**config.mk**
```make
export PLATFORM = sky130hd
export DESIGN_NAME = line_read_buffer_flat
export DESIGN_NICKNAME = d
export VERILOG_FILES = /design/src/rtl/line_read_buffer_pkg.sv /design/src/rtl/line_read_buffer_if.sv /design/src/rtl/line_lane_select.sv /design/src/rtl/line_read_buffer.sv /design/src/flat_wrapper.sv
export SDC_FILE = /design/constraint.sdc
export NUM_CORES = 1
export LEC_CHECK = 0
export CAP_MARGIN = 20
export CORE_MARGIN = 4
export CORE_UTILIZATION = 50
export DETAILED_ROUTE_END_ITERATION = 6
export PLACE_DENSITY = 0.81
export SLEW_MARGIN = 20
export SYNTH_ARGS = -nofsm -noshare
export SYNTH_HDL_FRONTEND = slang
export SYNTH_SLANG_ARGS = --single-unit
```
**constraint.sdc**
```tcl
create_clock -name clk -period 4.9 [get_ports clk]
set_clock_uncertainty 0.1 [all_clocks]
set_input_delay 0.98 -clock clk [delete_from_list [all_inputs] [get_ports clk]]
set_output_delay 0.98 -clock clk [all_outputs]
set_load 0.05 [all_outputs]
```
**src/rtl/line_read_buffer_pkg.sv**
```systemverilog
// Shared types and constants for the line read buffer and its lane selector.
//   LINE_W     : default stored line width in bits
//   LANE_W     : default output lane width in bits
//   lane_idx_t : 8-bit lane index (start, end and current lane)
//   state_e    : drain state machine encoding (idle / drain)
package line_read_buffer_pkg;

  localparam int unsigned LINE_W = 512;
  localparam int unsigned LANE_W = 64;

  typedef logic [7:0] lane_idx_t;

  typedef enum logic [0:0] {
    StIdle  = 1'b0,
    StDrain = 1'b1
  } state_e;

endpackage

```
**src/rtl/line_read_buffer_if.sv**
```systemverilog
// Bundle of the load/stream signals of line_read_buffer.
//   rready/rdata/base/bounds : line load from the read-data channel
//   odata_req                : consumer can take a lane this cycle
//   oready/odata             : emitted lane, valid for exactly one cycle
//   busy                     : line loaded and not yet drained
//   ovf                      : sticky dropped-load flag (LINE_READ_BUFFER_OVF_EN only)
// Modports: slave = the buffer, master = producer/consumer side.
interface line_read_buffer_if #(
  parameter int unsigned FULL_WIDTH = line_read_buffer_pkg::LINE_W,
  parameter int unsigned WIDTH      = line_read_buffer_pkg::LANE_W
);
  import line_read_buffer_pkg::*;

  logic                  rready;
  logic [FULL_WIDTH-1:0] rdata;
  logic                  odata_req;
  lane_idx_t             base;
  lane_idx_t             bounds;
  logic                  oready;
  logic [WIDTH-1:0]      odata;
  logic                  busy;
`ifdef LINE_READ_BUFFER_OVF_EN
  logic                  ovf;
`endif

  modport slave (
    input  rready, rdata, odata_req, base, bounds,
`ifdef LINE_READ_BUFFER_OVF_EN
    output ovf,
`endif
    output oready, odata, busy
  );

  modport master (
    output rready, rdata, odata_req, base, bounds,
`ifdef LINE_READ_BUFFER_OVF_EN
    input  ovf,
`endif
    input  oready, odata, busy
  );

endinterface

```
**src/rtl/line_lane_select.sv**
```systemverilog
// Combinational lane picker: returns lane idx_i of line_i, lane 0 being the
// most significant WIDTH-bit slice. Indices at or beyond the lane count give 0.
//   line_i : FULL_WIDTH-bit line
//   idx_i  : lane index
//   lane_o : selected WIDTH-bit lane
module line_lane_select import line_read_buffer_pkg::*; #(
  parameter int unsigned FULL_WIDTH = LINE_W,
  parameter int unsigned WIDTH      = LANE_W
) (
  input  logic [FULL_WIDTH-1:0] line_i,
  input  lane_idx_t             idx_i,
  output logic [WIDTH-1:0]      lane_o
);

  localparam int unsigned N = FULL_WIDTH / WIDTH;

  always_comb begin
    lane_o = '0;
    for (int unsigned i = 0; i < N; i++) begin
      if (idx_i == lane_idx_t'(i)) begin
        lane_o = line_i[FULL_WIDTH-1-i*WIDTH -: WIDTH];
      end
    end
  end

endmodule

```
**src/rtl/line_read_buffer.sv**
```systemverilog
// Holds one memory read line and streams lanes [base, min(bounds, N)) out,
// one lane per requested cycle, with one cycle of latency from odata_req to
// oready. Loads arriving while busy are dropped.
//   clk, rst : clock, synchronous active-high reset
//   lrb      : line_read_buffer_if.slave (load, stream and status signals)
// Optional build macro LINE_READ_BUFFER_OVF_EN adds the sticky lrb.ovf flag,
// set by a load that arrives while busy and cleared only by rst.
module line_read_buffer import line_read_buffer_pkg::*; #(
  parameter int unsigned FULL_WIDTH = LINE_W,
  parameter int unsigned WIDTH      = LANE_W
) (
  input logic               clk,
  input logic               rst,
  line_read_buffer_if.slave lrb
);

  localparam int unsigned N        = FULL_WIDTH / WIDTH;
  localparam lane_idx_t   NumLanes = lane_idx_t'(N);

  localparam logic [0:0] ST_IDLE  = StIdle;
  localparam logic [0:0] ST_DRAIN = StDrain;

  if ((FULL_WIDTH % WIDTH) != 0 || N > 255 || N == 0) begin : g_bad_cfg
    $error("line_read_buffer: FULL_WIDTH must be 1..255 multiples of WIDTH");
  end

  logic [0:0]            state_q, state_d;
  logic [FULL_WIDTH-1:0] line_q, line_d;
  lane_idx_t             idx_q, idx_d;
  lane_idx_t             end_q, end_d;
  logic                  oready_q, oready_d;
  logic [WIDTH-1:0]      odata_q, odata_d;

  lane_idx_t             end_eff;
  lane_idx_t             idx_inc;
  logic [WIDTH-1:0]      lane_sel;
  logic                  busy;

  line_lane_select #(
    .FULL_WIDTH (FULL_WIDTH),
    .WIDTH      (WIDTH)
  ) u_lane_select (
    .line_i (line_q),
    .idx_i  (idx_q),
    .lane_o (lane_sel)
  );

  assign busy    = (state_q == ST_DRAIN);
  assign idx_inc = idx_q + 8'd1;

  always_comb begin
    end_eff  = (lrb.bounds > NumLanes) ? NumLanes : lrb.bounds;
    state_d  = state_q;
    line_d   = line_q;
    idx_d    = idx_q;
    end_d    = end_q;
    odata_d  = odata_q;
    // oready is a one-cycle pulse per emitted lane
    oready_d = 1'b0;
    case (state_q)
      ST_IDLE: begin
        // empty ranges (incl. base >= N or bounds == 0) are silently ignored
        if (lrb.rready && (lrb.base < end_eff)) begin
          line_d  = lrb.rdata;
          idx_d   = lrb.base;
          end_d   = end_eff;
          state_d = ST_DRAIN;
        end
      end
      ST_DRAIN: begin
        if (lrb.odata_req) begin
          odata_d  = lane_sel;
          oready_d = 1'b1;
          idx_d    = idx_inc;
          if (idx_inc == end_q) begin
            state_d = ST_IDLE;
          end
        end
      end
      default: state_d = ST_IDLE;
    endcase
  end

  always_ff @(posedge clk) begin
    if (rst) begin
      state_q  <= ST_IDLE;
      line_q   <= '0;
      idx_q    <= '0;
      end_q    <= '0;
      oready_q <= 1'b0;
      odata_q  <= '0;
    end else begin
      state_q  <= state_d;
      line_q   <= line_d;
      idx_q    <= idx_d;
      end_q    <= end_d;
      oready_q <= oready_d;
      odata_q  <= odata_d;
    end
  end

  assign lrb.oready = oready_q;
  assign lrb.odata  = odata_q;
  assign lrb.busy   = busy;

`ifdef LINE_READ_BUFFER_OVF_EN
  logic ovf_q, ovf_d;

  assign ovf_d = ovf_q | (lrb.rready & busy);

  always_ff @(posedge clk) begin
    if (rst) begin
      ovf_q <= 1'b0;
    end else begin
      ovf_q <= ovf_d;
    end
  end

  assign lrb.ovf = ovf_q;

`ifndef SYNTHESIS
  always_ff @(posedge clk) begin
    if (!rst && lrb.rready && busy) begin
      $display("line_read_buffer: dropped load base=%0d bounds=%0d", lrb.base, lrb.bounds);
    end
  end
`endif
`endif

endmodule

```
**src/flat_wrapper.sv**
```systemverilog
// flat-port wrapper written by rule: the top's interface ports become plain ports
module line_read_buffer_flat import line_read_buffer_pkg::*;
#(
  parameter int unsigned FULL_WIDTH = LINE_W,
  parameter int unsigned WIDTH      = LANE_W
)
  (clk, rst, lrb_rready, lrb_rdata, lrb_odata_req, lrb_base, lrb_bounds, lrb_oready, lrb_odata, lrb_busy);
  line_read_buffer_if #(.FULL_WIDTH(FULL_WIDTH), .WIDTH(WIDTH)) lrb_i ();
  input logic clk;
  input logic rst;
  input wire logic [$bits(lrb_i.rready)-1:0] lrb_rready;
  input wire logic [$bits(lrb_i.rdata)-1:0] lrb_rdata;
  input wire logic [$bits(lrb_i.odata_req)-1:0] lrb_odata_req;
  input wire logic [$bits(lrb_i.base)-1:0] lrb_base;
  input wire logic [$bits(lrb_i.bounds)-1:0] lrb_bounds;
  output wire logic [$bits(lrb_i.oready)-1:0] lrb_oready;
  output wire logic [$bits(lrb_i.odata)-1:0] lrb_odata;
  output wire logic [$bits(lrb_i.busy)-1:0] lrb_busy;
  assign lrb_i.rready = lrb_rready;
  assign lrb_i.rdata = lrb_rdata;
  assign lrb_i.odata_req = lrb_odata_req;
  assign lrb_i.base = lrb_base;
  assign lrb_i.bounds = lrb_bounds;
  assign lrb_oready = lrb_i.oready;
  assign lrb_odata = lrb_i.odata;
  assign lrb_busy = lrb_i.busy;
  line_read_buffer #(.FULL_WIDTH(FULL_WIDTH), .WIDTH(WIDTH)) u_core (.clk(clk), .rst(rst), .lrb(lrb_i));
endmodule
```
==> impl_metrics.env <==
export IMPL_netSwitchingFraction_pct=28.9
export IMPL_antenna_left=0
export IMPL_synth_cell_type_count=46
export IMPL_cts_made_buffers=58
export IMPL_seq_area_sq_mm=0.0119
export IMPL_seqPwrFrac_pct=41.5
export IMPL_grt_max_degree=218
export IMPL_slew_headroom_pct=24.4
export IMPL_fin_crit_ns=3.79
export IMPL_peakVddDrop_mv=0.288
export IMPL_p_leak_nw=11.6
export IMPL_post_cts_buffers=0
export IMPL_cts_clk_slew_worst_paths_ns=0.06
export IMPL_grt_usage_pct=33.3
export IMPL_gp_congestion=0.888
export IMPL_tightest_slew_ns=1.13
export IMPL_clkPwrFrac_pct=38.9
export IMPL_cts_root_buf="clkbuf_16"
export IMPL_cts_tree="done"
export IMPL_fp_dieW_um=230
export IMPL_avgSynthCellArea_sq_um=7.84
export IMPL_final_util_pct=67.5
export IMPL_reg2reg_to="u_core.lrb.odata[36]"
export IMPL_cts_repair_resized=0
export IMPL_holdPathStages=2
export IMPL_postSynthCellCount=3153
export IMPL_gr_total_overflow=0
export IMPL_min_from="u_core.line_q[423]"
export IMPL_nets=4102
export IMPL_wl_um=94500
export IMPL_criticalPathCategory="reg2reg"
export IMPL_start_util_pct=50.5
export IMPL_wl_per_cell_um=22.1
export IMPL_hold_end="u_core.line_q[423]"
export IMPL_ys_ff_latch=594
export IMPL_power_internal_w=0.00917
export IMPL_setup_viol=0
export IMPL_finalCritPeriodShare_pct=77.3
export IMPL_clkLatencyLatePin_ns=0.61
export IMPL_core_area_sq_mm=0.0490
export IMPL_slowest_delay_ns=0.65
export IMPL_synth_edff_count=0
export IMPL_ff2ff_path_depth=9
export IMPL_worst_setup_path_start_kind="register"
export IMPL_min_path_type="reg2reg"
export IMPL_place_area_sq_mm=0.0308
export IMPL_grt_pass1_wl_um=141000
export IMPL_power_frac_comb_pct=19.6
export IMPL_crit_chain="inv_1 -> ha_1 -> nand2_4 -> buf_4 -> nand2_4 -> buf_4 -> a221oi_1 -> o22ai_1 -> a221o_1"
export IMPL_via_per_inst=6.12
export IMPL_finalPower_w=0.0129
export IMPL_htree_levels=2
export IMPL_critPathRequiredTime_ns=5.30
export IMPL_die_area_sq_mm=0.0531
export IMPL_rows=81
export IMPL_cts_buffer_depth=3
export IMPL_drt_pass1_iterations=6
export IMPL_synthToLayoutAreaGrowth_pct=33.5
export IMPL_grt_pass1_vias=24600
export IMPL_num_vias=26200
export IMPL_drc_errors=0
export IMPL_synth_warnings=0
export IMPL_cpMaxStageDelayCell="buf_4"
export IMPL_timing_hold_ws_ns=0.353
export IMPL_io_buffers=597
export IMPL_async_flop_share_pct=0
export IMPL_power_switching_w=0.00372
export IMPL_multi_input_area_sq_mm=0.0115
export IMPL_cts_hold_buf=0
export IMPL_tns_ns=0
export IMPL_rrSetupSlack_ns=1.11
export IMPL_clock_sinks=594
export IMPL_powerDensity_mw_per_mm2=390
export IMPL_outcome="completed"
export IMPL_cp_end_kind="register"
export IMPL_fmax_mhz=264
export IMPL_fin_area_sq_mm=0.0330
export IMPL_finalHoldViolations=0
export IMPL_nFillCells=3998
export IMPL_rsz0062_at_grt="no"
export IMPL_die_y_um=230
export IMPL_r2r_start="u_core.idx_q[0]"
export IMPL_report_final_slew_viol_count=0
export IMPL_yosysSeqAreaShare_pct=48.1
export IMPL_initialDrtViolationCount=3608
export IMPL_ios=598
export IMPL_cap_violations=0
export IMPL_hpwlAfterDp_um=60200
export IMPL_crit_fanout=41
export IMPL_antenna_found_initial=8
export IMPL_drive_above_1_share_pct=4.93
export IMPL_ys_flop_type="dfxtp_1"
export IMPL_syn_area_sq_mm=0.0247
export IMPL_crit_arrival_ns=4.19
## registers in the layout, indices dropped and copies added, names as in the netlist
register and cells:
u_core.end_q 8, u_core.lrb.busy 1, u_core.lrb.odata 64, u_core.line_q 512
u_core.lrb.oready 1, u_core.idx_q 8
## Yosys cell counts, drive strengths merged (2+ instances only)
cell,number,area [sq um]
a31oi,5,31.3
nand4,2,12.5
a21o,2,15.0
o21ai,8,40.0
a311oi,2,17.5
and3,6,37.5
xnor2,5,43.8
a22oi,64,480
a21oi,648,3240
xor2,5,43.8
o31ai,2,15.0
a221o,64,641
or3,2,12.5
o221ai,128,1120
nor2b,7,43.8
nand2,1042,3910
buf,140,798
nor3b,2,15.0
nor3,4,36.3
nor2,73,274
o22ai,67,419
nand3b,2,15.0
ha,11,138
a221oi,66,584
inv,6,22.5
and2,4,25.0
clkbuf,161,604
nand3,20,100
dfxtp,594,11900
## power by group through the flow
stage          Sequential, W  Clock, W  Combinational (W)
2_1_floorplan        0.00543         0            0.00140
3_3_place_gp         0.00543         0            0.00244
3_5_place_dp         0.00544         0            0.00246
4_1_cts              0.00534   0.00503            0.00248
5_1_grt              0.00537   0.00524            0.00269
6_report             0.00535   0.00502            0.00252
## area by class of cell
type | count | area share (%)
clock buffers | 76 | 5.16
flip-flops and latches | 594 | 36.0
diodes | 9 | 0.0682
repair buffers | 644 | 19.9
inverters | 6 | 0.0682
clock inverters | 34 | 1.42
multi-input cells | 2255 | 34.9
well taps | 664 | 2.52
## worst max-delay path, delay by kind of cell (launching register included)
kind	cells	cell delay [ns]
flip-flops	1	0.47
adder cells (fa/ha/maj)	1	0.26
buffers and inverters	3	1.20
AND/OR/NAND/NOR	2	0.72
AO/OA/AOI/OAI	3	0.90
## how the worst max path moves through the flow
stage | start | endpoint | cells after the start
final | u_core.idx_q[0] | u_core.lrb.odata[36] | 9
after global routing | lrb_bounds[7] | u_core.line_q[116] | 12
after global placement | lrb_bounds[7] | u_core.line_q[243] | 12
after floorplan | lrb_bounds[7] | u_core.line_q[100] | 13
after CTS | lrb_bounds[7] | u_core.line_q[250] | 12
after detailed placement | lrb_bounds[7] | u_core.line_q[250] | 12
## placed cells by master (no fill, tap or decap), types with 11 or more instances in the layout
cell type        Yosys  routed
nand2_1           1042    1035
a21oi_1            648     648
clkdlybuf4s50_1      0     596
dfxtp_1            594     594
o221ai_1           128     128
nor2_1              73      70
o22ai_1             67      67
a221oi_1            65      65
a22oi_1             64      64
a221o_1             64      64
clkbuf_16            0      61
buf_4               42      29
nand3_1             20      20
buf_12               0      18
clkinv_2             0      15
clkbuf_8             0      12
ha_1                11      11
bufinv_16            0      11
## logic make-up (layout without fill, tap and decap cells)
group,after synthesis,count (layout),synth area share (%)
AOI/OAI and AO/OA,1062,1062,26.9
xor gates and xnor gates,10,10,0.354
adders and majority gates,11,11,0.556
buffers and inverters,307,760,5.76
DFF,594,594,48.1
muxes,1,1,0.0455
other,1,13,0.0152
and+or+nand+nor,1167,1167,18.3
## metrics by stage
step | setup slack, ns | instances
2_1_floorplan | 1.42 | 3156
3_3_place_gp | 0.631 | 4163
3_5_place_dp | 0.556 | 4163
4_1_cts | 1.20 | 4273
5_1_grt | 0.939 | 4279
6_report | 1.11 | 4282
## layer usage
layer	GRT usage, %	wire length (um)
met5	0	12
met1	43.0	36100
met3	5.77	9830
met2	53.8	43500
met4	17.1	5110
Power figures use the tool's default switching activity.
